$ cat src/rtl/single_port_ram_sync.sv
// Synchronous single-port RAM with a registered, write-first read port.
// A synchronous reset clears every stored word and the output register.
module single_port_ram_sync #(
  parameter int DATA_WIDTH = 8,
  parameter int ADDR_WIDTH = 3
) (
  input  logic                  clk,
  input  logic                  rst,
  input  logic [ADDR_WIDTH-1:0] addr,
  input  logic [DATA_WIDTH-1:0] data_in,
  input  logic                  we,
  output logic [DATA_WIDTH-1:0] data_out
);

  localparam int DEPTH = 1 << ADDR_WIDTH;

  logic [DATA_WIDTH-1:0] mem_q [DEPTH];
  logic [DATA_WIDTH-1:0] data_out_q;
  logic [DATA_WIDTH-1:0] data_out_d;

  // Write-first: a write echoes its own data instead of the old contents.
  always_comb begin
    data_out_d = mem_q[addr];
    if (we) begin
      data_out_d = data_in;
    end
  end

  always_ff @(posedge clk) begin
    if (rst) begin
      for (int i = 0; i < DEPTH; i++) begin
        mem_q[i] <= '0;
      end
      data_out_q <= '0;
    end else begin
      if (we) begin
        mem_q[addr] <= data_in;
      end
      data_out_q <= data_out_d;
    end
  end

  assign data_out = data_out_q;

endmodule

$ cat config.mk
export PLATFORM = sky130hd
export DESIGN_NAME = single_port_ram_sync
export DESIGN_NICKNAME = d
export VERILOG_FILES = /design/src/rtl/single_port_ram_sync.sv
export SDC_FILE = /design/constraint.sdc
export NUM_CORES = 1
export LEC_CHECK = 0
export CORE_ASPECT_RATIO = 0.8
export CORE_UTILIZATION = 53
export CTS_CLUSTER_SIZE = 8
export DETAILED_ROUTE_END_ITERATION = 10
export PLACE_DENSITY = 0.84
export REMOVE_ABC_BUFFERS = 1
export SLEW_MARGIN = 10
export SYNTH_ARGS = -nofsm -noshare
export SYNTH_HDL_FRONTEND = slang
export SYNTH_SLANG_ARGS = --single-unit
$ cat constraint.sdc
create_clock -name clk -period 2.16 [get_ports clk]
set_input_delay 0.432 -clock clk [delete_from_list [all_inputs] [get_ports clk]]
set_output_delay 0.432 -clock clk [all_outputs]
set_load 0.02 [all_outputs]
==> results of run 1 <==
-- through the flow --
step           cell area, sq um  cells  hold WS, ns  worst slack (ns)
5_1_grt                    3890    377        0.662             0.352
3_3_place_gp               3640    361        0.607             0.163
2_1_floorplan              3120    234        0.572           -0.0199
6_report                   3890    377        0.634             0.444
4_1_cts                    3890    377        0.637             0.436
3_5_place_dp               3640    361        0.617             0.126
-- sequential cells by signal, summed over array words and instances (netlist names) --
signal    cells
mem_q        64
data_out      8
-- routing by layer --
| metal | up-vias | GRT usage, % | share of wire [%] |
|---|---|---|---|
| li1 | 1061 | - | - |
| met1 | 1091 | 34.1 | 43 |
| met2 | 117 | 37.7 | 47 |
| met3 | 17 | 5.97 | 8.6 |
| met4 | 0 | 9.86 | 1.7 |
| met5 | - | 0 | 0 |
-- power breakdown --
part	total (mW)	internal, mW	switching [mW]	leakage (nW)
Sequential	1.63	1.60	0.0247	0.680
Clock	1.30	0.801	0.502	0.124
Combinational	0.349	0.138	0.211	0.532
-- final cells by class --
| cell class | count | area, sq um |
|---|---|---|
| clock buffers | 11 | 141 |
| clock inverters | 5 | 104 |
| fillers | 469 | 2050 |
| inverters | 9 | 33.8 |
| multi-input cells | 153 | 1010 |
| flip-flops and latches | 72 | 2080 |
| well taps | 81 | 101 |
| repair buffers | 46 | 418 |
-- cells in the final DEF, fill, tap and decap left out, types with 9 or more instances in the layout --
cell type,n
nor2_1,16
nor4_1,16
clkinv_1,9
nor3_1,48
mux2i_1,32
clkdlybuf4s50_1,20
clkbuf_8,10
buf_4,23
edfxtp_1,64
-- worst paths after layout --
kind                                  start                endpoint  cells after the start
hold / removal    mem_q[5][5]$_SDFFCE_PN0P_  data_out[5]$_SDFF_PP0_                      3
hold reg to reg   mem_q[5][5]$_SDFFCE_PN0P_  data_out[5]$_SDFF_PP0_                      3
setup reg to reg  mem_q[1][1]$_SDFFCE_PN0P_  data_out[1]$_SDFF_PP0_                      3
setup / recovery     data_out[7]$_SDFF_PP0_             data_out[7]                      1
-- worst reg2reg max path, cell delays in order, from the launching register on --
cell and delay [ns]:
edfxtp_1 0.36, mux2i_1 0.28, o22ai_1 0.16, o41a_1 0.39
-- cells by family after synthesis --
family / share of synthesized area, %
mux: 9.76
flops: 63.4
compound gates: 6.86
buf+inv: 5.87
simple gates: 14.1
==> flow_summary.json, run 1 <==
{
  "cp_slowest_cell": "clkdlybuf4s50_1",
  "synth_top_area_cell": "edfxtp_1",
  "hold_class": "flop to flop",
  "die_w_um": 90.0,
  "clock_path_buffers": 2,
  "cp.arrival_ns": 1.28,
  "worst_path_largest_cell_delay_ns": 0.60,
  "ys.flop_type": "edfxtp_1",
  "pin_count": 22,
  "vias_per_cell": 6.06,
  "grt_pass1_wl_um": 11600,
  "total_power_mw": 3.28,
  "postSynthCellCount": 259,
  "slew_viol_final": 0,
  "synth_edf_count": 64,
  "rsz0062_at_grt": "no",
  "netlist_area_sq_mm": 0.00328,
  "synth_cell_types": 24,
  "vdd_drop_max_v": 0.000576,
  "start_kind": "flop",
  "synth.area.top_cells": "edfxtp_1 59%, mux2i_1 9.8%, nor3_1 7.3%",
  "yosysMostFrequentCell": "edfxtp_1",
  "crit_path_end_kind": "output pin",
  "gp_congestion": 0.865,
  "path_class": "flop to output pin",
  "crit_path_cell_trace": "clkdlybuf4s50_1",
  "cts_repair_resize_count": 0,
  "setup_violations": 0,
  "io_buffers": 21,
  "drt-initial-drc-count": 217,
  "post-cts-setup-buffers": 0,
  "p_leak_nw": 1.34,
  "fin_crit_sh_pct": 79.5,
  "reg2reg_slack_ns": 0.87,
  "core_area_sq_mm": 0.00594,
  "initial_core_util_pct": 55.2,
  "tightest_slew_ns": 0.423,
  "drt_pass1_iterations": 5,
  "power_density_mw_per_mm2": 843,
  "htree_levels": 3,
  "synthArstFlopShare_pct": 0,
  "fin_util_pct": 65.4,
  "fin_crit_ns": 1.72,
  "tns_ns": 0,
  "timing.final.hold_violations": 0,
  "grt_max_degree": 34,
  "grt-ovfl-total": 0,
  "antenna_left": 0,
  "crit_family": "buffers and inverters",
  "die_area_sq_mm": 0.00652,
  "cts_hold_buf": 0,
  "slew_headroom_pct": 71.6,
  "path_max_fanout": 1,
  "num_vias": 2286,
  "crit_buf_inv": 1,
  "fin_nets": 305,
  "cp_data_required_time_ns": 1.73,
  "cts_buffers": 9,
  "synth_common_cells": "64 x edfxtp_1, 48 x nor3_1, 32 x mux2i_1",
  "syn_area_per_cell_sq_um": 12.7,
  "skew_ns": 0.00775,
  "grt_pass1_vias": 2133,
  "track_usage_pct": 24.5,
  "synth.yosys.seq_area_share_pct": 63.4,
  "syn2layout_area_growth_pct": 18.4,
  "synth_warnings": 0,
  "dpl.hpwl_um": 4860,
  "fmax_ghz": 0.583,
  "drcViolationCount": 0,
  "dieHeight_um": 72.4,
  "row_count": 25,
  "drt-total-wl_um": 7330,
  "drive_gt1_share_pct": 14.9,
  "n_antenna_cell": 0,
  "yosysTopAreaCellShare_pct": 58.5,
  "yosys_register_bits": 72,
  "worstSkewPairLatency_ns": 0.35,
  "wl_per_cell_um": 19.4,
  "status": "complete, no violations",
  "max_cap_violations": 0,
  "antenna_found_initial": 0,
  "cts.sinks": 72,
  "cts_tree": "yes",
  "root_buffer": "clkbuf_8",
  "clk_pin_slew_ns": 0.08
}
Power figures use the tool's default switching activity.
==> inputs of run 2 (changes only) <==
Settings changed: CORE_UTILIZATION 53 to 55, PLACE_DENSITY 0.84 to 0.83.
Clock period 2.16 ns to 1.6 ns, I/O delays scaled along.
==> flow_summary.json, run 2 (synthesis gave the netlist of run 1 again) <==
{
  "status": "complete, no violations",
  "fillerInstances": 403,
  "start_kind": "primary input",
  "track_usage_pct": 26.7,
  "worst_path_largest_cell_delay_ns": 0.60,
  "routed.top_layer": "met4",
  "cts_hold_buf": 0,
  "antenna_left": 0,
  "crit_path_end_kind": "flop",
  "timing.final.hold_violations": 0,
  "worstSkewPairLatency_ns": 0.34,
  "htree_levels": 3,
  "die_w_um": 88.4,
  "drive_gt1_share_pct": 20.6,
  "grt_pass1_wl_um": 11800,
  "dpl.hpwl_um": 5210,
  "fmax_ghz": 0.627,
  "initial_core_util_pct": 58.8,
  "cp_slowest_cell": "clkdlybuf4s50_1",
  "tns_ns": 0,
  "cts.sinks": 72,
  "path_max_fanout": 8,
  "root_buffer": "clkbuf_8",
  "wirelength_met1_um": 3000,
  "dieHeight_um": 71.1,
  "fin_crit_ns": 1.60,
  "row_count": 24,
  "fin_util_pct": 71.0,
  "core_area_sq_mm": 0.00559,
  "instances_no_fill": 393,
  "n_antenna_cell": 0,
  "syn2layout_area_growth_pct": 20.8,
  "grt-ovfl-total": 0,
  "clock_path_buffers": 2,
  "slew_viol_final": 0,
  "p_comb_share_pct": 13.0,
  "grt_pass1_vias": 2284,
  "fin_crit_sh_pct": 99.7,
  "drt_pass1_iterations": 4,
  "max_cap_violations": 0,
  "io_buffers": 21,
  "netSwitchingFraction_pct": 24.5,
  "largest-register": "mem_q",
  "die_area_sq_mm": 0.00628,
  "tightest_slew_ns": 0.332,
  "final_common_cell": "edfxtp_1",
  "fin_worst_hold_slack_ns": 0.606,
  "power_density_mw_per_mm2": 975,
  "wl_per_cell_um": 18.6,
  "multi_input_area_sq_mm": 0.00103,
  "antenna_found_initial": 0,
  "gp_congestion": 0.883,
  "p_leak_nw": 1.46,
  "path_class": "primary input to flop",
  "skew_ns": 0.00698,
  "cp_data_required_time_ns": 1.65,
  "cp.arrival_ns": 1.64,
  "cts_buffers": 9,
  "drt-total-wl_um": 7300,
  "cts_tree": "yes",
  "wl_met3_um": 759,
  "vias_per_cell": 5.87,
  "seqCellArea_sq_mm": 0.00208,
  "drcViolationCount": 0,
  "vdd_drop_max_v": 0.000615,
  "hold_class": "primary input to flop",
  "p_int_mw": 2.92,
  "final_cell_mix": "64 x edfxtp_1, 48 x nor3_1, 42 x buf_4, 32 x mux2i_1, 16 x nor2_1",
  "sequentialPowerShare_pct": 56.8,
  "num_vias": 2308,
  "largest_reg_flops": 64,
  "switchingPower_mw": 0.947,
  "pin_count": 22,
  "rsz0062_at_grt": "yes",
  "clk_pin_slew_ns": 0.07,
  "dp.cells": 377,
  "drt-initial-drc-count": 287,
  "setup_violations": 0,
  "slew_headroom_pct": 77.8,
  "p_clk_share_pct": 30.2,
  "crit_path_cell_trace": "clkdlybuf4s50_1 -> nand3_2 -> o31ai_1 -> buf_4",
  "grt_max_degree": 23,
  "wl_met2_um": 3490,
  "total_power_mw": 3.87,
  "fin_nets": 324
}
==> run 2: cell type report <==
cell class | count | area share (%)
Sequential cell | 72 | 52.5
Tap cell | 78 | 2.46
Timing Repair Buffer | 65 | 14.3
Clock inverter | 5 | 0.631
Inverter | 9 | 0.852
Multi-Input combinational cell | 153 | 26.0
Clock buffer | 11 | 3.31
==> run 2: worst paths after layout <==
kind	slack (ns)	endpoint	cells past startpoint	startpoint
max	0.005	mem_q[4][2]$_SDFFCE_PN0P_	4	addr[2]
min	0.61	mem_q[0][0]$_SDFFCE_PN0P_	3	addr[0]
max reg2reg	0.34	data_out[5]$_SDFF_PP0_	3	mem_q[1][5]$_SDFFCE_PN0P_
min reg2reg	0.64	data_out[7]$_SDFF_PP0_	3	mem_q[2][7]$_SDFFCE_PN0P_
==> run 2: timing repair <==
action                                  4_1_cts  5_1_grt
resized for setup                             6        6
pin swaps                                     0        0
endpoints found under the hold margin         0        0
endpoints found under the setup margin       16       52
setup buffers                                 0        0
==> run 2: worst max-delay path: cells and delay by family <==
| kind | cells | cell delay, ns |
|---|---|---|
| AOI/OAI and AO/OA | 1 | 0.27 |
| buffers and inverters | 2 | 0.82 |
| and+or+nand+nor | 1 | 0.24 |
==> run 2: stage by stage <==
stage | setup slack [ns] | area, sq um
after global placement | -0.378 | 3780
after global routing | -0.0332 | 3970
final | 0.00472 | 3970
after floorplan | -0.468 | 3120
after CTS | 0.00694 | 3950
after detailed placement | -0.416 | 3780
==> run 2: layer usage <==
metal / vias to the layer above / GRT usage, %
li1: 1102 / -
met1: 1100 / 37.6
met2: 101 / 41.1
met3: 5 / 7.70
met4: 0 / 6.63
met5: - / 0
==> run 2: power groups by stage <==
stage / Clock, mW / Combinational [mW] / Sequential [mW]
floorplan: 0 / 0.197 / 2.25
detailed placement: 0 / 0.498 / 2.24
global route: 1.27 / 0.538 / 2.21
finish: 1.17 / 0.503 / 2.20
CTS: 1.18 / 0.498 / 2.20
global placement: 0 / 0.490 / 2.23
==> inputs of run 3 (changes only) <==
Settings changed: CORE_ASPECT_RATIO 0.8 to 0.7.
==> flow_summary.json, run 3 (synthesis gave the netlist of run 1 again) <==
{
  "grt-ovfl-total": 0,
  "p_leak_nw": 1.50,
  "die_area_sq_mm": 0.00629,
  "final_common_cell": "edfxtp_1",
  "fin_util_pct": 71.2,
  "vdd_drop_max_v": 0.000941,
  "drive_gt1_share_pct": 20.3,
  "netSwitchingFraction_pct": 20.9,
  "rr_endpoint": "data_out[3]$_SDFF_PP0_",
  "cts_tree": "yes",
  "worst_path_largest_cell_delay_ns": 0.49,
  "rr_startpoint": "mem_q[1][3]$_SDFFCE_PN0P_",
  "fillerInstances": 403,
  "path_class": "primary input to flop",
  "root_buffer": "clkbuf_8",
  "cts_buffers": 9,
  "status": "complete, no violations",
  "max_cap_violations": 0,
  "timing.final.hold_violations": 0,
  "drt-initial-drc-count": 222,
  "pin_count": 22,
  "fin_nets": 324,
  "largest_reg_flops": 64,
  "clk_pin_slew_ns": 0.07,
  "core_area_sq_mm": 0.00573,
  "reg2reg_slack_ns": 0.39,
  "power_density_mw_per_mm2": 1150,
  "hold_class": "primary input to flop",
  "critPathLaunch": "addr[2]",
  "r2r_cells": 3,
  "row_count": 23,
  "path_depth": 4,
  "grt_pass1_wl_um": 11500,
  "dieHeight_um": 66.6,
  "crit_path_cell_trace": "clkdlybuf4s50_1 -> nand3b_2 -> o21ai_1 -> buf_4",
  "initial_core_util_pct": 57.3,
  "drt-total-wl_um": 7380,
  "drt_pass1_iterations": 5,
  "syn2layout_area_growth_pct": 24.2,
  "p_clk_share_pct": 42.6,
  "htree_levels": 3,
  "cp_data_required_time_ns": 1.67,
  "setup_violations": 0,
  "clock_path_buffers": 2,
  "gp_congestion": 0.842,
  "p_int_mw": 3.72,
  "fin_crit_ns": 1.57,
  "p_comb_share_pct": 10.6,
  "final_cell_mix": "64 x edfxtp_1, 48 x nor3_1, 42 x buf_4, 32 x mux2i_1",
  "switchingPower_mw": 0.984,
  "path_max_fanout": 6,
  "rsz0062_at_grt": "yes",
  "start_kind": "primary input",
  "slew_headroom_pct": 77.7,
  "n_antenna_cell": 0,
  "skew_ns": 0.00739,
  "grt_pass1_vias": 2141,
  "total_power_mw": 4.70,
  "fin_worst_hold_slack_ns": 0.567,
  "sequentialPowerShare_pct": 46.7,
  "cts.sinks": 72,
  "track_usage_pct": 26.1,
  "slew_viol_final": 0,
  "fmax_ghz": 0.638,
  "crit_family": "buffers and inverters",
  "antenna_left": 0,
  "worstSkewPairLatency_ns": 0.35,
  "cp_slowest_cell": "clkdlybuf4s50_1",
  "multi_input_area_sq_mm": 0.00102,
  "dpl.hpwl_um": 5260,
  "largest-register": "mem_q",
  "antenna_found_initial": 0,
  "cp.arrival_ns": 1.64,
  "wl_per_cell_um": 18.9,
  "crit_end": "mem_q[1][7]$_SDFFCE_PN0P_",
  "post-cts-setup-buffers": 0,
  "vias_per_cell": 5.91,
  "num_vias": 2304,
  "seqCellArea_sq_mm": 0.00208,
  "drcViolationCount": 0,
  "tightest_slew_ns": 0.332,
  "fin_crit_sh_pct": 98.0,
  "crit_path_end_kind": "flop",
  "crit_buf_inv": 2,
  "io_buffers": 21,
  "grt_max_degree": 23,
  "die_w_um": 94.3
}
==> run 3: worst min-delay path by stage <==
| stage | start | end | slack, ns | cells past startpoint |
|---|---|---|---|---|
| 4_1_cts | addr[0] | mem_q[0][2]$_SDFFCE_PN0P_ | 0.55 | 3 |
| 3_5_place_dp | mem_q[5][2]$_SDFFCE_PN0P_ | data_out[2]$_SDFF_PP0_ | 0.61 | 3 |
| 3_3_place_gp | mem_q[5][1]$_SDFFCE_PN0P_ | data_out[1]$_SDFF_PP0_ | 0.59 | 3 |
| 6_report | addr[0] | mem_q[4][5]$_SDFFCE_PN0P_ | 0.57 | 3 |
| 5_1_grt | addr[0] | mem_q[4][2]$_SDFFCE_PN0P_ | 0.57 | 3 |
| 2_1_floorplan | we | data_out[0]$_SDFF_PP0_ | 0.47 | 1 |
==> run 3: metal layers <==
metal  global-route usage, %  share of wire, %  up-vias
met1                    37.0                45     1103
met5                       0                 0        -
met4                    10.0               1.5        0
li1                        -                 -     1102
met2                    38.1                46       85
met3                    7.19               7.6       14
==> run 3: what timing repair did <==
| item | CTS | global route |
|---|---|---|
| gates resized for setup | 7 | 6 |
| hold buffers | 0 | 0 |
| cloned | 0 | 0 |
| setup endpoints to repair | 13 | 16 |
==> run 3: power by group through the flow <==
| stage | logic [mW] | registers, mW | clock network, mW |
|---|---|---|---|
| 6_report | 0.500 | 2.20 | 2.01 |
| 5_1_grt | 0.534 | 2.21 | 2.10 |
| 4_1_cts | 0.495 | 2.20 | 2.02 |
| 3_5_place_dp | 0.498 | 2.24 | 0 |
| 3_3_place_gp | 0.487 | 2.24 | 0 |
| 2_1_floorplan | 0.197 | 2.25 | 0 |
==> run 3: worst register-to-register path: cells and delay by family (launching register included) <==
family / cells / cell delay [ns]
DFF: 1 / 0.37
AOI/OAI and AO/OA: 2 / 0.53
muxes: 1 / 0.20
==> run 3: area by class of cell <==
type / count / area share [%]
Sequential cell: 72 / 51.1
Multi-Input combinational cell: 153 / 25.1
Timing Repair Buffer: 65 / 13.8
Clock inverter: 6 / 3.81
Clock buffer: 10 / 3.13
Tap cell: 75 / 2.30
Inverter: 9 / 0.829
==> run 3: metrics by stage <==
step	area [sq um]	instances	setup TNS, ns	setup slack, ns
after global routing	4080	390	-0.0468	-0.0101
after CTS	4060	390	0	0.000168
after global placement	3780	374	-22.30	-0.303
after detailed placement	3780	374	-27.94	-0.392
final	4080	390	0	0.0316
after floorplan	3120	234	-26.78	-0.468
